$ cat src/rtl/sram_addr_sequencer.sv
// Address sequencer for the SRAM test datapath: up/down/strided and walking-ones/zeros sweeps.
// Optional pass counter output enabled by defining SRAM_ADDR_SEQ_PASS_CNT_EN.
module sram_addr_sequencer #(
    parameter int ADDR_BITS   = 20,
    parameter int STRIDE_BITS = 8
) (
    input  logic                   clk,
    input  logic                   reset,
    input  logic                   start,
    input  logic [1:0]             mode,
    input  logic [ADDR_BITS-1:0]   base_addr,
    input  logic [ADDR_BITS-1:0]   end_addr,
    input  logic [STRIDE_BITS-1:0] stride,
    input  logic                   next_addr,
    output logic [ADDR_BITS-1:0]   addr,
    output logic                   addr_valid,
    output logic                   busy,
    output logic                   done,
    output logic                   cfg_err,
`ifdef SRAM_ADDR_SEQ_PASS_CNT_EN
    output logic [15:0]            pass_count,
`endif
    output logic [1:0]             state_dbg
);

    // Handshake: addr is accepted on a rising edge where addr_valid && next_addr;
    // the following address (or done) appears after that same edge.
    // start wins over next_addr and is honoured in every state.

    localparam int W = ((ADDR_BITS > STRIDE_BITS) ? ADDR_BITS : STRIDE_BITS) + 1;

    typedef enum logic [1:0] {
        S_IDLE = 2'd0,
        S_RUN  = 2'd1,
        S_DONE = 2'd2
    } state_t;

    state_t                 state_q, state_d;
    logic [ADDR_BITS-1:0]   addr_q, addr_d;
    logic [ADDR_BITS-1:0]   base_q, base_d;
    logic [ADDR_BITS-1:0]   end_q, end_d;
    logic [STRIDE_BITS-1:0] stride_q, stride_d;
    logic [1:0]             mode_q, mode_d;
    logic                   addr_valid_q, addr_valid_d;
    logic                   busy_q, busy_d;
    logic                   done_q, done_d;
    logic                   cfg_err_q, cfg_err_d;
`ifdef SRAM_ADDR_SEQ_PASS_CNT_EN
    logic [15:0]            pass_count_q, pass_count_d;
`endif

    // Wide arithmetic so carry and borrow are visible instead of wrapping.
    logic [W-1:0]           addr_w, stride_w, sum_w, diff_w;
    logic                   borrow;
    logic                   is_last;
    logic [ADDR_BITS-1:0]   step_addr;
    logic [ADDR_BITS-1:0]   rot_addr;

    always_comb begin
        addr_w    = W'(addr_q);
        stride_w  = W'(stride_q);
        sum_w     = addr_w + stride_w;
        diff_w    = addr_w - stride_w;
        borrow    = (stride_w > addr_w);
        rot_addr  = {addr_q[ADDR_BITS-2:0], addr_q[ADDR_BITS-1]};
        is_last   = 1'b0;
        step_addr = addr_q;
        case (mode_q)
            2'd0: begin
                is_last   = (sum_w > W'(end_q));
                step_addr = sum_w[ADDR_BITS-1:0];
            end
            2'd1: begin
                is_last   = borrow || (diff_w < W'(base_q));
                step_addr = diff_w[ADDR_BITS-1:0];
            end
            2'd2: begin
                is_last   = addr_q[ADDR_BITS-1];
                step_addr = rot_addr;
            end
            default: begin
                is_last   = ~addr_q[ADDR_BITS-1];
                step_addr = rot_addr;
            end
        endcase
    end

    always_comb begin
        state_d      = state_q;
        addr_d       = addr_q;
        base_d       = base_q;
        end_d        = end_q;
        stride_d     = stride_q;
        mode_d       = mode_q;
        addr_valid_d = addr_valid_q;
        busy_d       = busy_q;
        done_d       = done_q;
        cfg_err_d    = cfg_err_q;
`ifdef SRAM_ADDR_SEQ_PASS_CNT_EN
        pass_count_d = pass_count_q;
`endif
        if (start) begin
            mode_d    = mode;
            base_d    = base_addr;
            end_d     = end_addr;
            stride_d  = (stride == '0) ? STRIDE_BITS'(1) : stride;
            done_d    = 1'b0;
            cfg_err_d = 1'b0;
            if (!mode[1] && (base_addr > end_addr)) begin
                // Empty window: finish immediately, addr left as it was.
                state_d      = S_DONE;
                addr_valid_d = 1'b0;
                busy_d       = 1'b0;
                done_d       = 1'b1;
                cfg_err_d    = 1'b1;
            end else begin
                state_d      = S_RUN;
                addr_valid_d = 1'b1;
                busy_d       = 1'b1;
                case (mode)
                    2'd0:    addr_d = base_addr;
                    2'd1:    addr_d = end_addr;
                    2'd2:    addr_d = ADDR_BITS'(1);
                    default: addr_d = ~ADDR_BITS'(1);
                endcase
            end
        end else if ((state_q == S_RUN) && next_addr) begin
            if (is_last) begin
                state_d      = S_DONE;
                addr_valid_d = 1'b0;
                busy_d       = 1'b0;
                done_d       = 1'b1;
`ifdef SRAM_ADDR_SEQ_PASS_CNT_EN
                if (pass_count_q != 16'hFFFF) pass_count_d = pass_count_q + 16'd1;
`endif
            end else begin
                addr_d = step_addr;
            end
        end
    end

    always_ff @(posedge clk or posedge reset) begin
        if (reset) begin
            state_q      <= S_IDLE;
            addr_q       <= '0;
            base_q       <= '0;
            end_q        <= '0;
            stride_q     <= '0;
            mode_q       <= 2'd0;
            addr_valid_q <= 1'b0;
            busy_q       <= 1'b0;
            done_q       <= 1'b0;
            cfg_err_q    <= 1'b0;
`ifdef SRAM_ADDR_SEQ_PASS_CNT_EN
            pass_count_q <= 16'd0;
`endif
        end else begin
            state_q      <= state_d;
            addr_q       <= addr_d;
            base_q       <= base_d;
            end_q        <= end_d;
            stride_q     <= stride_d;
            mode_q       <= mode_d;
            addr_valid_q <= addr_valid_d;
            busy_q       <= busy_d;
            done_q       <= done_d;
            cfg_err_q    <= cfg_err_d;
`ifdef SRAM_ADDR_SEQ_PASS_CNT_EN
            pass_count_q <= pass_count_d;
`endif
        end
    end

    assign addr       = addr_q;
    assign addr_valid = addr_valid_q;
    assign busy       = busy_q;
    assign done       = done_q;
    assign cfg_err    = cfg_err_q;
    assign state_dbg  = state_q;
`ifdef SRAM_ADDR_SEQ_PASS_CNT_EN
    assign pass_count = pass_count_q;
`endif

endmodule
$ cat config.mk
export PLATFORM = sky130hd
export DESIGN_NAME = sram_addr_sequencer
export DESIGN_NICKNAME = d
export VERILOG_FILES = /design/src/rtl/sram_addr_sequencer.sv
export SDC_FILE = /design/constraint.sdc
export NUM_CORES = 1
export LEC_CHECK = 0
export BUFFER_PORTS_ARGS = -buffer_cell sky130_fd_sc_hd__buf_2
export CAP_MARGIN = 30
export CELL_PAD_IN_SITES_DETAIL_PLACEMENT = 0
export CELL_PAD_IN_SITES_GLOBAL_PLACEMENT = 1
export CORE_UTILIZATION = 40
export CTS_CLUSTER_SIZE = 12
export DETAILED_ROUTE_END_ITERATION = 8
export PLACE_DENSITY_LB_ADDON = 0.25
export RECOVER_POWER = 25
export REMOVE_ABC_BUFFERS = 1
export SLEW_MARGIN = 0
export SYNTH_ARGS = -nofsm -noshare
export SYNTH_HDL_FRONTEND = slang
export SYNTH_SLANG_ARGS = --single-unit
$ cat constraint.sdc
create_clock -name clk -period 4.1 [get_ports clk]
set_input_delay 0 -clock clk [delete_from_list [all_inputs] [get_ports clk]]
set_output_delay 0 -clock clk [all_outputs]
set_load 0.02 [all_outputs]
* After elaboration in Yosys (flattened, before gate mapping)
Cells that the tools add are included.
** Storage, ports and cells
- Logic and storage cells :: 54
- Bits of input ports :: 54
- Output and inout bits :: 26
- Flip-flop bits (word level) :: 75
** Operators by class
- Eq/ne operators :: 7
- Muxes and demuxes :: 20
- Order comparisons :: 4
- Add/subtract/negate cells :: 2
- Reductions and logical operators :: 11
- Bitwise gates (word level) :: 1
** Operator list (count)
- 2-to-1 mux 20 bit :: 4
- one-hot mux 20 bit (3 select lines) :: 1
- one-hot mux 20 bit (2 select lines) :: 1
- adder 20 x 8 -> 21 bit :: 1
- greater-than comparator 21 x 20 -> 1 bit :: 1
- < comparator 21 x 20 -> 1 bit :: 1
- subtractor 20 x 8 -> 21 bit :: 1
- greater-than comparator 20 bit :: 1
- greater-than comparator 8 x 20 -> 1 bit :: 1
- zero test 8 bit :: 1
- 2-to-1 mux 1 bit :: 8
- 2-to-1 mux 2 bit :: 4
- 2-to-1 mux 8 bit :: 1
- == test 2 x 1 -> 1 bit (second input constant) :: 3
- == test 2 bit (second input constant) :: 2
- zero test 2 bit :: 2
- != test 2 bit (second input constant) :: 2
- nonzero test 2 bit :: 2
- one-hot mux 1 bit (3 select lines) :: 1
- AND reduction 3 bit :: 1
- logical AND 1 bit :: 2
- AND reduction 2 bit :: 1
- zero test 1 bit :: 1
- logical OR 1 bit :: 1
- NOT 1 bit :: 1

* Depth between registers and ports, before layout
Gate-level depths: netlist of run 1.
- Word-level depth :: 7
- Depth in mapped cells :: 20
- Mapped depth without buffers :: 18

* Worst setup path before layout of run 1
OpenSTA, ideal clock, no wires.
- Path type :: reg-to-reg
- Start point :: reg addr_q[0], in the netlist addr[0]
- End point :: reg addr_q[17], in the netlist addr[17]
- Buffers on the path :: 2
- Data arrival time :: 4.426 ns
- Data required time :: 3.978 ns
- Slack :: -0.448 ns
- Clock period less this slack :: 4.548 ns
- Library setup time :: 0.122 ns
- Stages on the path, launching flop included :: 20
- Path through :: dfrtp_1 ha_1 fa_1 nor2b_1 o21ai_0 nand3b_1 a31oi_1 clkbuf_1 nand3b_1 xnor2_1 ha_1 nand4_1 or4_1 o221ai_1 a31o_2 o311ai_1 o41ai_4 buf_6 o21ai_1 a32o_1
** Between the ends
- Cells in the longest elaborated chain, start to end :: 6
- Elaborated cells on any way between the ends :: 13
- Classes of those cells :: add/sub: 2; order compare: 3; eq/ne: 1; mux: 5; reduce/logical: 2
** RTL lines
- start: declaration :: RTL line 39 : logic [ADDR_BITS-1:0] addr_q, addr_d;
- start signal: assignment :: RTL line 159 : addr_q <= addr_d;
- subtractor 20 x 8 -> 21 bit :: RTL line 63 : diff_w = addr_w - stride_w;
- < comparator 21 x 20 -> 1 bit :: RTL line 74 : is_last = borrow || (diff_w < W'(base_q));
- logical OR 1 bit :: RTL line 74
- one-hot mux 1 bit (3 select lines) :: RTL line 68 : case (mode_q)
- != test 2 bit (no source line)
- AND reduction 3 bit (no source line)
Parallel ways exist; a longest one is shown, timed or not. The select of a mux whose other input is x is not followed.
A chain may end at the register's enable or synchronous reset.

* Final worst setup path of run 1
- Start point :: reg addr_q[0], in the netlist addr[0]
- End point :: reg addr_q[18], in the netlist addr[18]
Same word-level chain as after synthesis.

==> results.yml, run 1 <==
timing:
  final_max_slew_viol_count: 0
  slew_headroom: 0.3218
  final-hold-violation-count: 0
  clock_skew_ns: 0.006593
  fmax_mhz: 223.9
  timing.final.ws_setup_ns: -0.3672
  setup_viol: 22
  fin_crit_ns: 4.467
  finalCritPeriodShare: 1.090
  tightest_slew_ns: 1.016
  rsz0062_at_grt: "true"
grt:
  first_global_vias: 6859
  grt_usage: 0.2989
  grt_pass1_wl_um: 37160
  gr-total-overflow: 0
  antenna_found_initial: 0
  grt_max_degree: 79
placed_design:
  hpwl_um: 17630
  routabilityCongestion: 0.9510
  dp_cells: 1186
  io_buffers: 79
  placed_area_mm2: 0.007833
power:
  p_leak_nw: 4.302
  vdd_ir_drop_max_uv: 259.9
  p_per_area_mw_per_mm2: 502.9
critical_path:
  cp_max_fo: 6
  critPathTopFamily: "compound AO/OA/AOI/OAI gates"
  crit_required_ns: 4.34
  path_cells: "buf_6 -> inv_4 -> ha_4 -> inv_2 -> fa_2 -> a211oi_2 -> o211ai_1 -> a31oi_4 -> nand3_2 -> xnor2_2 -> ha_1 -> nand3_2 -> or3_4 -> o311ai_4 -> a31oi_4 -> o41ai_4 -> buf_4 -> a21oi_2 -> a31o_2"
  crit_buf_inv: 4
  start_kind: "flop"
  end_kind: "flop"
  cp.arrival_ns: 4.71
  cp_slowest_cell: "o41ai_4"
  cpPeakStageDelay_ns: 0.46
  criticalPathCategory: "flop to flop"
cells_and_area:
  diodes: 0
  final_cells: 1268
  final_cell_area_mm2: 0.009225
  fill_cells: 1453
  synthToLayoutAreaGrowth_pct: 43.56
  drive_gt1_frac: 0.3065
  final_common_cell: "buf_4"
  seqCellArea_mm2: 0.001828
  multi_input_area_mm2: 0.004507
  nets: 1184
  final_cell_mix: "buf_4, nand2_1, o21ai_0"
synth:
  syn_inst: 823
  yosysSeqAreaShare: 0.2843
  ys_warn_count: 0
  ys_types: 61
  synth_area_mm2: 0.006426
  synth_seq_cells: 73
  synth_ff_type: "dfrtp_1"
  syn_avg_cell_area_um2: 7.808
  ys_async_sr_fraction: 1.000
  synth_edf_count: 0
floorplanning:
  die_y_um: 128.8
  fp-row-count: 45
  dieArea_mm2: 0.01658
  die_w_um: 128.8
  coreArea_mm2: 0.01543
  ios: 80
  start_util: 0.4165
drt:
  viasPerCell: 5.454
  drt_pass1_iterations: 5
  drtIter0Drc: 460
  vias: 6916
  ant_nets: 0
  wire_per_inst_um: 18.78
  drcViolationCount: 0
  routed_wl_um: 23820
clocking:
  clock_insertion_delay_worst_skew_ns: 0.35
  clk_pin_slew_ns: 0.06
  cts_root_buffer: "clkbuf_16"
  cts.sinks: 73
  cts_tree: "built"
  cts_buffers: 9
  cts_buffer_depth: 2
  cts_htree_levels: 3
outcome:
  status: "finished with violations"
  violations: "negative setup slack"
worst_hold_path:
  hold_class: "input port to flop"
job:
  maxCapViolations: 0
worst paths after layout:
path | from | end | slack (ns) | cells after the start
worst min register to register | cfg_err | cfg_err | 0.48 | 1
max in group asynchronous | reset | end_q[16] | 2.66 | 4
worst min-delay path | next_addr | state_dbg[1] | 0.03 | 4
worst max register to register | addr[0] | addr[18] | -0.37 | 19
min in group asynchronous | reset | mode_q[0] | 0.45 | 3
worst max-delay path | addr[0] | addr[18] | -0.37 | 19
worst reg2reg max path, delay by kind of cell (launching register included):
| kind | cells | cell delay [ns] |
|---|---|---|
| adders and majority gates | 3 | 0.81 |
| and+or+nand+nor | 3 | 0.61 |
| DFF | 1 | 0.40 |
| AOI/OAI and AO/OA | 8 | 1.93 |
| buffers and inverters | 4 | 0.45 |
| xor gates and xnor gates | 1 | 0.17 |
where the power goes:
part | internal (W) | switching (W)
Sequential | 0.000831 | 0.0000965
Clock | 0.000419 | 0.000324
Combinational | 0.00136 | 0.00161
Total | 0.00261 | 0.00203
layout make-up:
cell class	instances	area share
clock inverter	4	0.002170
multi-input combinational	615	0.4885
tap	211	0.02862
inverter	85	0.03486
timing repair buffer	269	0.2213
sequential	73	0.1982
clock buffer	11	0.02631
through the flow:
| stage | setup slack, ns | hold WS [ns] | utilization | power (W) | setup TNS (ns) |
|---|---|---|---|---|---|
| 6_report | -0.3672 | 0.03154 | 0.5980 | 0.004640 | -6.634 |
| 5_1_grt | -0.4991 | 0.06754 | 0.5980 | 0.004945 | -9.689 |
| 4_1_cts | -0.3496 | 0.02910 | 0.5856 | 0.004487 | -6.588 |
| 3_5_place_dp | -0.8612 | 0.08595 | 0.5077 | 0.003418 | -16.57 |
| 3_3_place_gp | -0.7177 | 0.2217 | 0.5064 | 0.003384 | -14.34 |
| 2_1_floorplan | -1.318 | 0.08472 | - | 0.002297 | -24.47 |
sequential cells by signal, indices dropped and copies added, names as in the netlist:
signal	flops
addr	20
mode_q	2
cfg_err	1
base_q	20
end_q	20
stride_q	8
state_dbg	1
busy	1
Yosys cell counts (3+ instances only):
cell type | instances | area (um2)
buf_1 | 4 | 15.01
a211o_1 | 3 | 26.28
o21a_1 | 8 | 60.06
or2_2 | 5 | 31.28
o221ai_1 | 3 | 26.28
xnor2_1 | 29 | 254.0
a21boi_0 | 3 | 22.52
buf_2 | 5 | 25.02
a31oi_1 | 6 | 37.54
nand2b_1 | 11 | 68.82
a221oi_1 | 6 | 52.55
nand3_1 | 25 | 125.1
or4_1 | 6 | 45.04
o21bai_1 | 3 | 22.52
nand4_1 | 10 | 62.56
inv_1 | 84 | 315.3
a32o_1 | 5 | 50.05
mux2_2 | 3 | 33.78
nor3_1 | 8 | 40.04
a21o_1 | 5 | 37.54
nand2_1 | 109 | 409.1
o211ai_1 | 11 | 82.58
dfrtp_1 | 73 | 1827
nand3b_1 | 3 | 22.52
xor2_1 | 10 | 87.58
a31o_2 | 7 | 61.31
nor4_1 | 5 | 31.28
nor2_1 | 49 | 183.9
or3_1 | 5 | 31.28
buf_4 | 4 | 30.03
nor2b_1 | 8 | 50.05
a21oi_1 | 57 | 285.3
clkbuf_1 | 36 | 135.1
a211oi_1 | 8 | 60.06
ha_1 | 75 | 938.4
o21ai_0 | 93 | 465.5
and3_1 | 3 | 18.77
repair_timing:
action | CTS | global route
setup buffers | 14 | 4
hold buffers | 49 | 0
cloned | 1 | 0
gates resized for setup | 71 | 38
endpoints found under the hold margin | 68 | 0
pin swaps | 30 | 23
endpoints found under the setup margin | 22 | 22
logic make-up (layout without fill, tap and decap cells):
kind of cell,after synthesis,after routing,synth area share
simple gates,254,254,0.1848
compound gates,240,240,0.2338
buf+inv,135,369,0.08333
fa+ha+maj,77,77,0.1523
flops,73,73,0.2843
xor+xnor,39,39,0.05315
mux,5,5,0.008372
metal layers:
layer	GRT usage	up-vias	wire length [um]
li1	-	3333	-
met1	0.3711	3339	10160
met4	0.1349	0	929
met3	0.04116	45	978
met5	0	-	0
met2	0.5151	199	11750
Note: power is estimated with default switching activity, not from simulation.
==> inputs of run 2 (changes only) <==
PLACE_DENSITY = 0.86   (was not set)
PLACE_DENSITY_LB_ADDON = not set   (was 0.25)
==> run 2 against run 1 <==
Highest routed layer unchanged. The run ends with max-capacitance violations, max-slew violations, negative setup slack left. Clock skew rose by 0.0046 ns. Count of clock-buffer cells in the layout rose by 3. Largest power group unchanged. Die area did not move. Clock power rose by 3.8%. Non-clock buffer count rose by 22.
==> results.yml, run 2 (same netlist as run 1, synthesis figures left out) <==
timing:
  setup_viol: 22
  fmax_mhz: 223.1
  slew_headroom: -0.1331
  timing.final.ws_setup_ns: -0.3820
  clock_skew_ns: 0.01116
  setup_tns_ns: -5.690
  fin_crit_ns: 4.482
  finalCritPeriodShare: 1.093
  tightest_slew_ns: 1.690
  final_max_slew_viol_count: 37
  final-hold-violation-count: 0
  rsz0062_at_grt: "true"
  whs_ns: 0.04545
clocking:
  cts_buffers: 9
  clock_insertion_delay_worst_skew_ns: 0.36
  cts_root_buffer: "clkbuf_16"
  cts_tree: "built"
  clk_pin_slew_ns: 0.06
  cts_buffer_depth: 2
  cts_htree_levels: 3
  cts.sinks: 73
critical_path:
  critPathTopFamily: "buffers and inverters"
  cpMostUsedCell: "buf_4"
  end_kind: "flop"
  cp_max_fo: 4
  cp.arrival_ns: 4.77
  criticalPathCategory: "flop to flop"
  crit_buf_inv: 20
  crit_required_ns: 4.39
  cp_slowest_cell: "dfrtp_1"
  cpPeakStageDelay_ns: 0.42
  start_kind: "flop"
cells_and_area:
  final_common_cell: "buf_4"
  final_cell_mix: "buf_4, nand2_1, o21ai_0"
  drive_gt1_frac: 0.3139
  synthToLayoutAreaGrowth_pct: 45.66
  final_cells: 1291
  seqCellArea_mm2: 0.001828
  fill_cells: 1401
  nets: 1206
  multi_input_area_mm2: 0.004446
  diodes: 0
  fin_util: 0.6067
  final_cell_area_mm2: 0.009360
placed_design:
  hpwl_um: 16590
  placed_area_mm2: 0.007836
  dp_cells: 1188
  io_buffers: 79
  routabilityCongestion: 0.9408
drt:
  vias: 7155
  wire_per_inst_um: 18.37
  drcViolationCount: 0
  ant_nets: 0
  drtIter0Drc: 614
  drt_pass1_iterations: 5
  viasPerCell: 5.542
  routed_wl_um: 23710
grt:
  gr-total-overflow: 0
  grt_usage: 0.2939
  first_global_vias: 7039
  grt_pass1_wl_um: 37090
  grt_max_degree: 58
  antenna_found_initial: 0
floorplanning:
  fp-row-count: 45
  coreArea_mm2: 0.01543
  dieArea_mm2: 0.01658
  die_w_um: 128.8
  die_y_um: 128.8
  ios: 80
  start_util: 0.4165
outcome:
  status: "finished with violations"
  violations: "max-capacitance violations, max-slew violations, negative setup slack"
power:
  vdd_ir_drop_max_uv: 294.7
  p_per_area_mw_per_mm2: 499.7
  p_leak_nw: 4.373
job:
  maxCapViolations: 1
worst_hold_path:
  hold_class: "input port to flop"
[run 2: cell count changes in the layout (fill, tap and decap cells not counted), sizes merged]
cell,before,now
buf,220,240
clkbuf,11,16
clkinv,5,2
clkinvlp,0,2
inv,84,83
[run 2: layout make-up]
| class | instances | area share |
|---|---|---|
| Tap cell | 211 | 0.02820 |
| Multi-Input combinational cell | 615 | 0.4749 |
| Sequential cell | 73 | 0.1953 |
| Clock inverter | 2 | 0.001337 |
| Clock buffer | 14 | 0.02820 |
| Inverter | 85 | 0.03449 |
| Timing Repair Buffer | 291 | 0.2375 |
[run 2: final timing paths]
path	from	end	slack (ns)	cells after the start
min in group asynchronous	reset	base_q[18]	0.59	3
max reg2reg	addr[6]	addr[12]	-0.38	27
min	next_addr	state_dbg[1]	0.05	4
max in group asynchronous	reset	end_q[8]	2.28	4
min reg2reg	cfg_err	cfg_err	0.47	1
max	addr[6]	addr[12]	-0.38	27
[run 2: repair_timing]
item,CTS,global route
setup endpoints to repair,22,22
hold endpoints to repair,83,0
pin swaps,36,16
hold buffers,49,0
cloned,2,2
resized for setup,65,24
buffers inserted,34,4
[run 2: worst reg2reg max path: cells and delay by family (launching register included)]
| family | cells | cell delay [ns] |
|---|---|---|
| buffers and inverters | 20 | 2.63 |
| AOI/OAI and AO/OA | 4 | 0.58 |
| and+or+nand+nor | 2 | 0.51 |
| DFF | 1 | 0.42 |
| adders and majority gates | 1 | 0.27 |
[run 2: where the power goes]
| group | internal (W) | total (W) | leakage (nW) | switching [W] |
|---|---|---|---|---|
| Clock | 0.000443 | 0.000771 | 0.133 | 0.000328 |
| Sequential | 0.000832 | 0.000922 | 0.870 | 0.0000907 |
| Combinational | 0.00139 | 0.00298 | 3.37 | 0.00159 |
| Total | 0.00267 | 0.00468 | 4.37 | 0.00201 |
[run 2: per-layer routing]
metal | up-vias | global-route usage | wire length, um
met4 | 0 | 0.1606 | 1285
li1 | 3371 | - | -
met3 | 92 | 0.05156 | 1733
met1 | 3357 | 0.3665 | 9626
met5 | - | 0 | 0
met2 | 335 | 0.4833 | 11070
[run 2: per-stage QoR]
step           total power, W  setup WS (ns)
5_1_grt              0.004970        -0.4646
6_report             0.004678        -0.3820
2_1_floorplan        0.002297         -1.318
3_3_place_gp         0.003368        -0.4529
3_5_place_dp         0.003401        -0.4507
4_1_cts              0.004545        -0.2807
